--- src/rtl/alu_pipe.sv ---
// Two-stage pipelined ALU with valid/ready handshakes on both sides.
// S1 registers operands, S2 registers result and flags and drives the outputs.
module alu_pipe #(
    parameter int WIDTH = 8,
    parameter int CNT_W = 16
) (
    input  logic             clk,
    input  logic             rst,
    input  logic             in_valid,
    output logic             in_ready,
    input  logic [WIDTH-1:0] a,
    input  logic [WIDTH-1:0] b,
    input  logic [2:0]       op_code,
    output logic             out_valid,
    input  logic             out_ready,
    output logic [WIDTH-1:0] result,
    output logic             carry_out,
    output logic             zero,
    output logic             overflow,
    output logic [CNT_W-1:0] ops_done
);

    localparam int SH_W = $clog2(WIDTH);

    typedef enum logic [2:0] {
        OP_ADD = 3'b000,
        OP_SUB = 3'b001,
        OP_AND = 3'b010,
        OP_OR  = 3'b011,
        OP_XOR = 3'b100,
        OP_SHL = 3'b101,
        OP_SHR = 3'b110,
        OP_SLT = 3'b111
    } op_e;

    logic             s1_valid;
    logic [WIDTH-1:0] s1_a;
    logic [WIDTH-1:0] s1_b;
    op_e              s1_op;

    logic             s2_load;
    logic             s1_load;

    logic [WIDTH:0]   wide;
    logic [SH_W-1:0]  sh;
    logic [WIDTH-1:0] nxt_res;
    logic             nxt_c;
    logic             nxt_v;

    assign s2_load  = !out_valid || out_ready;
    assign s1_load  = !s1_valid || s2_load;
    assign in_ready = !rst && s1_load;

    // The extra bit of 'wide' catches the carry, borrow or shifted-out bit.
    always_comb begin
        sh      = s1_b[SH_W-1:0];
        wide    = '0;
        nxt_res = '0;
        nxt_c   = 1'b0;
        nxt_v   = 1'b0;
        unique case (s1_op)
            OP_ADD: begin
                wide    = {1'b0, s1_a} + {1'b0, s1_b};
                nxt_res = wide[WIDTH-1:0];
                nxt_c   = wide[WIDTH];
                nxt_v   = (s1_a[WIDTH-1] == s1_b[WIDTH-1]) &&
                          (nxt_res[WIDTH-1] != s1_a[WIDTH-1]);
            end
            OP_SUB: begin
                wide    = {1'b0, s1_a} - {1'b0, s1_b};
                nxt_res = wide[WIDTH-1:0];
                nxt_c   = wide[WIDTH];
                nxt_v   = (s1_a[WIDTH-1] != s1_b[WIDTH-1]) &&
                          (nxt_res[WIDTH-1] != s1_a[WIDTH-1]);
            end
            OP_AND: nxt_res = s1_a & s1_b;
            OP_OR:  nxt_res = s1_a | s1_b;
            OP_XOR: nxt_res = s1_a ^ s1_b;
            OP_SHL: begin
                wide    = {1'b0, s1_a} << sh;
                nxt_res = wide[WIDTH-1:0];
                nxt_c   = wide[WIDTH];
            end
            OP_SHR: begin
                wide    = {s1_a, 1'b0} >> sh;
                nxt_res = wide[WIDTH:1];
                nxt_c   = wide[0];
            end
            OP_SLT: begin
                nxt_res = {{(WIDTH-1){1'b0}},
                           $signed(s1_a) < $signed(s1_b)};
            end
            default: ;
        endcase
    end

    always_ff @(posedge clk) begin
        if (rst) begin
            s1_valid  <= 1'b0;
            s1_a      <= '0;
            s1_b      <= '0;
            s1_op     <= OP_ADD;
            out_valid <= 1'b0;
            result    <= '0;
            carry_out <= 1'b0;
            zero      <= 1'b0;
            overflow  <= 1'b0;
            ops_done  <= '0;
        end else begin
            if (s2_load) begin
                out_valid <= s1_valid;
                if (s1_valid) begin
                    result    <= nxt_res;
                    carry_out <= nxt_c;
                    zero      <= (nxt_res == '0);
                    overflow  <= nxt_v;
                end
            end
            if (s1_load) begin
                s1_valid <= in_valid;
                if (in_valid) begin
                    s1_a  <= a;
                    s1_b  <= b;
                    s1_op <= op_e'(op_code);
                end
            end
            if (out_valid && out_ready)
                ops_done <= ops_done + CNT_W'(1);
        end
    end

endmodule

--- config.mk ---
export PLATFORM = sky130hd
export DESIGN_NAME = alu_pipe
export DESIGN_NICKNAME = d
export VERILOG_FILES = /design/src/rtl/alu_pipe.sv
export SDC_FILE = /design/constraint.sdc
export NUM_CORES = 1
export LEC_CHECK = 0
export CAP_MARGIN = 20
export CORE_MARGIN = 4
export CORE_UTILIZATION = 35
export CTS_BUF_LIST = sky130_fd_sc_hd__clkbuf_2 sky130_fd_sc_hd__clkbuf_4 sky130_fd_sc_hd__clkbuf_8
export CTS_CLUSTER_DIAMETER = 60
export CTS_CLUSTER_SIZE = 8
export DETAILED_ROUTE_END_ITERATION = 10
export PLACE_DENSITY = 0.61
export SLEW_MARGIN = 5
export SYNTH_ARGS = -nofsm -noshare
export SYNTH_HDL_FRONTEND = slang
export SYNTH_SLANG_ARGS = --single-unit
--- constraint.sdc ---
create_clock -name clk -period 2.51 [get_ports clk]
set_clock_uncertainty 0.05 [all_clocks]
set_input_delay 0.3765 -clock clk [delete_from_list [all_inputs] [get_ports clk]]
set_output_delay 0.3765 -clock clk [all_outputs]
set_load 0.1 [all_outputs]
==> results by group <==
Drt
  • Wire per inst: 16.1 um
  • Antenna-violating nets left: 0
  • DRT Wirelength: 11,300 um
  • First-pass DRT Iterations: 7
  • Drt initial violations: ~280
  • DRC viols: 0
  • Via count: between 3,000 and 4,000
  • Vias per inst: around 5.4

Layout
  • Share of layout cells above drive strength 1: 25.8%
  • Multi-input gate area: about 2600 um^2
  • # fillers: 1,045
  • Final Cell Area: 4850 um^2
  • FF+latch area: just under 1000 um^2
  • Area grow syn2layout: 32.0%
  • Diodes inserted: 0
  • Post-layout util: between 40% and 50%
  • Nets@finish: slightly above 600

Critical path
  • Reg2reg end: zero
  • Crit-path cells: buf_4 -> buf_12 -> buf_4 -> mux4_2 -> nor2_1 -> a211oi_2 -> nor3_1 -> nor3_1 -> buf_4 -> nor4_2 -> a41o_1
  • CP Buf/Inv Count: 4
  • Crit path depth: 11
  • Critical Path Start: s1_b[0]
  • Crit path max-delay cell type: mux4_2
  • Max incr delay on CP: roughly 0.51 ns
  • Top delay family on crit path: simple AND/OR/NAND/NOR gates
  • Worst Setup End Kind: flop
  • Worst R2R Path Depth: 11
  • Worst r2r src: s1_b[0]
  • Setup slack, reg-to-reg: 0.02 ns
  • Worst Path Arrival: 2.70 ns
  • Worst Setup Path Type: reg2reg
  • Most frequent CP cell: buf_4
  • End of the critical path: zero
  • Worst Path Max Fanout: 4
  • Required @ worst endpoint: 2.72 ns
  • Startpoint Class: flop

STA
  • Slew margin rel.: 58.0%
  • Setup Total Neg Slack: 0 ns
  • Final hold vios: 0
  • RSZ-0062 raised after global routing: true
  • Period minus WS final: 2.49 ns
  • Worst slew pin tran: between 0.6 and 0.7 ns
  • Max Slew Vio Count: 0
  • Max Clk Rate: just over 400 MHz
  • Setup violators final: 0
  • Fin Hold WS: a little over 0.4 ns
  • Period utilization: between 90% and 100%

Floorplan
  • Chip height: between 100 and 150 um
  • Num rows: 37
  • Core ar.: just over 10,000 um^2
  • Chip width: about 110 um
  • Io pins: 52
  • Initial Utilization: 35.8%
  • Die ar.: 12,200 um^2

Status
  • Status: finished, final reports clean

Run
  • Max-capacitance violation count: 0

Place
  • Final GP Congestion: around 0.94
  • PortBufs: between 50 and 60
  • DP Area: ~4600 um^2
  • Dpl hpwl: slightly below 9000 um

Yosys
  • Post-synthesis simple-gate area fraction: roughly 25%
  • Mux contribution to synthesized area: 6.84%
  • Largest family of logic cells by synthesized area: simple AND/OR/NAND/NOR gates
  • EDFF count, synth: 0
  • Synth area leader: dfxtp_1
  • Area fraction in compound gates after synthesis: 22.3%
  • Mapped Nets: 517
  • Seq/Total Area, Yosys: around a quarter
  • Xor/xnor share of the synthesized area: about 3.3%
  • Async S/R FF share, synth: 0%
  • Post-synthesis cell type count: 64
  • Most frequent cells after synthesis: 68 x nand2_1, 48 x dfxtp_1, 45 x a21oi_1
  • Cell Area, Synth: 3670 um^2
  • Count leader, synth: nand2_1
  • #FFs+latches synth: 48
  • Top cells by area, synth: dfxtp_1 26%, ha_1 8.9%, nand2_1 6.9%
  • Adder-Cell Fraction of Synth Area: roughly a tenth
  • Post-synth top area share: 26.1%
  • Syn Inst Count: approximately 470
  • Yosys warns: 0
  • Mean post-synth cell area: 7.89 um^2
  • Most used DFF post-synth: dfxtp_1

Clock network
  • CTS buffer count: 5
  • Deepest clock path buffer count: 2
  • CTS tree: built
  • Hold_buf cts: 0
  • Clock transition at path regs: around 0.10 ns
  • Root buf cell: clkbuf_8
  • # clock sinks: 48
  • H-tree depth: 2
  • Skew-Pair Late Insertion Delay: just over 0.3 ns

Global route
  • Global-route wire length before repair: between 15,000 and 20,000 um
  • Total gr overflow: 0
  • Met1 Use GR: about a quarter
  • M2 GR Usage: ~30%
  • Antenna violations before repair: 0
  • Via count of the first global-routing pass: 3,817
  • Gr usage total: a little under a fifth
  • GR Util met3: ~2.7%
  • Largest net degree at the start of global routing: 34
  • GR peak layer: met2

Power and ir drop
  • VDD IR max: about 0.24 mV
  • Power Density: 435 nW/um^2
  • Pleak: ~1.9 nW

Worst hold path
  • Hold Path Class: in2reg
  • Worst hold stages: 2
-- state kept, by name (all words and copies together), names as in the netlist --
name and flops:
s1_valid 1, ops_done 16, overflow 1, s1_op 3
zero 1, result 8, out_valid 1, carry_out 1
s1_b 8, s1_a 8
-- logic make-up after synthesis --
family | Yosys count
xor+xnor | 14
compound gates | 123
buf+inv | 51
fa+ha+maj | 28
flops | 48
simple gates | 186
mux | 16
-- cells in the final DEF, fill, tap and decap left out, types with 8 or more instances in the layout --
master / n
o21ai_0: 14
dfxtp_1: 44
nand3_1: 12
nand2_1: 68
ha_1: 23
nand2b_1: 14
inv_1: 24
a21oi_1: 44
xor2_1: 9
buf_4: 89
nor3_1: 9
a211oi_2: 8
clkdlybuf4s50_1: 21
a211oi_1: 10
nor2_1: 40
-- where the power goes --
group          switching, mW  internal (mW)
clock network          0.295          0.226
registers             0.0326          0.793
logic                  0.437          0.326
-- layout make-up --
class                   instances  area share [%]
clock inverters                 2           0.284
repair buffers                114            19.4
flip-flops and latches         48            19.9
multi-input cells             367            53.1
inverters                      26            2.06
clock buffers                   6            1.70
well taps                     136            3.51
-- metrics by stage --
| stage | power (mW) | worst slack (ns) | cells |
|---|---|---|---|
| after floorplan | 1.29 | 0.0213 | 466 |
| after detailed placement | 1.56 | -0.134 | 688 |
| final | 2.11 | 0.0246 | 699 |
| after global routing | 2.22 | -0.118 | 699 |
| after CTS | 2.10 | -0.0171 | 699 |
| after global placement | 1.55 | -0.00718 | 688 |
-- worst min-delay path by stage --
| stage | startpoint | to | slack, ns |
|---|---|---|---|
| after detailed placement | result[5] | result[5] | 0.41 |
| final | rst | ops_done[9] | 0.41 |
| after CTS | result[5] | result[5] | 0.42 |
| after global placement | result[5] | result[5] | 0.40 |
| after floorplan | s1_b[3] | s1_b[3] | 0.40 |
| after global routing | rst | result[2] | 0.43 |
-- timing repair --
action	CTS	global route
pin swaps	7	2
resized for setup	15	9
buffers inserted	3	0
setup endpoints to repair	3	6
-- routing by layer --
metal	wire length [um]	vias up
met5	0	-
met4	274	0
met3	541	19
met2	5170	122
met1	5280	1812
li1	-	1851
No activity file was read; power rests on OpenSTA's default activity.
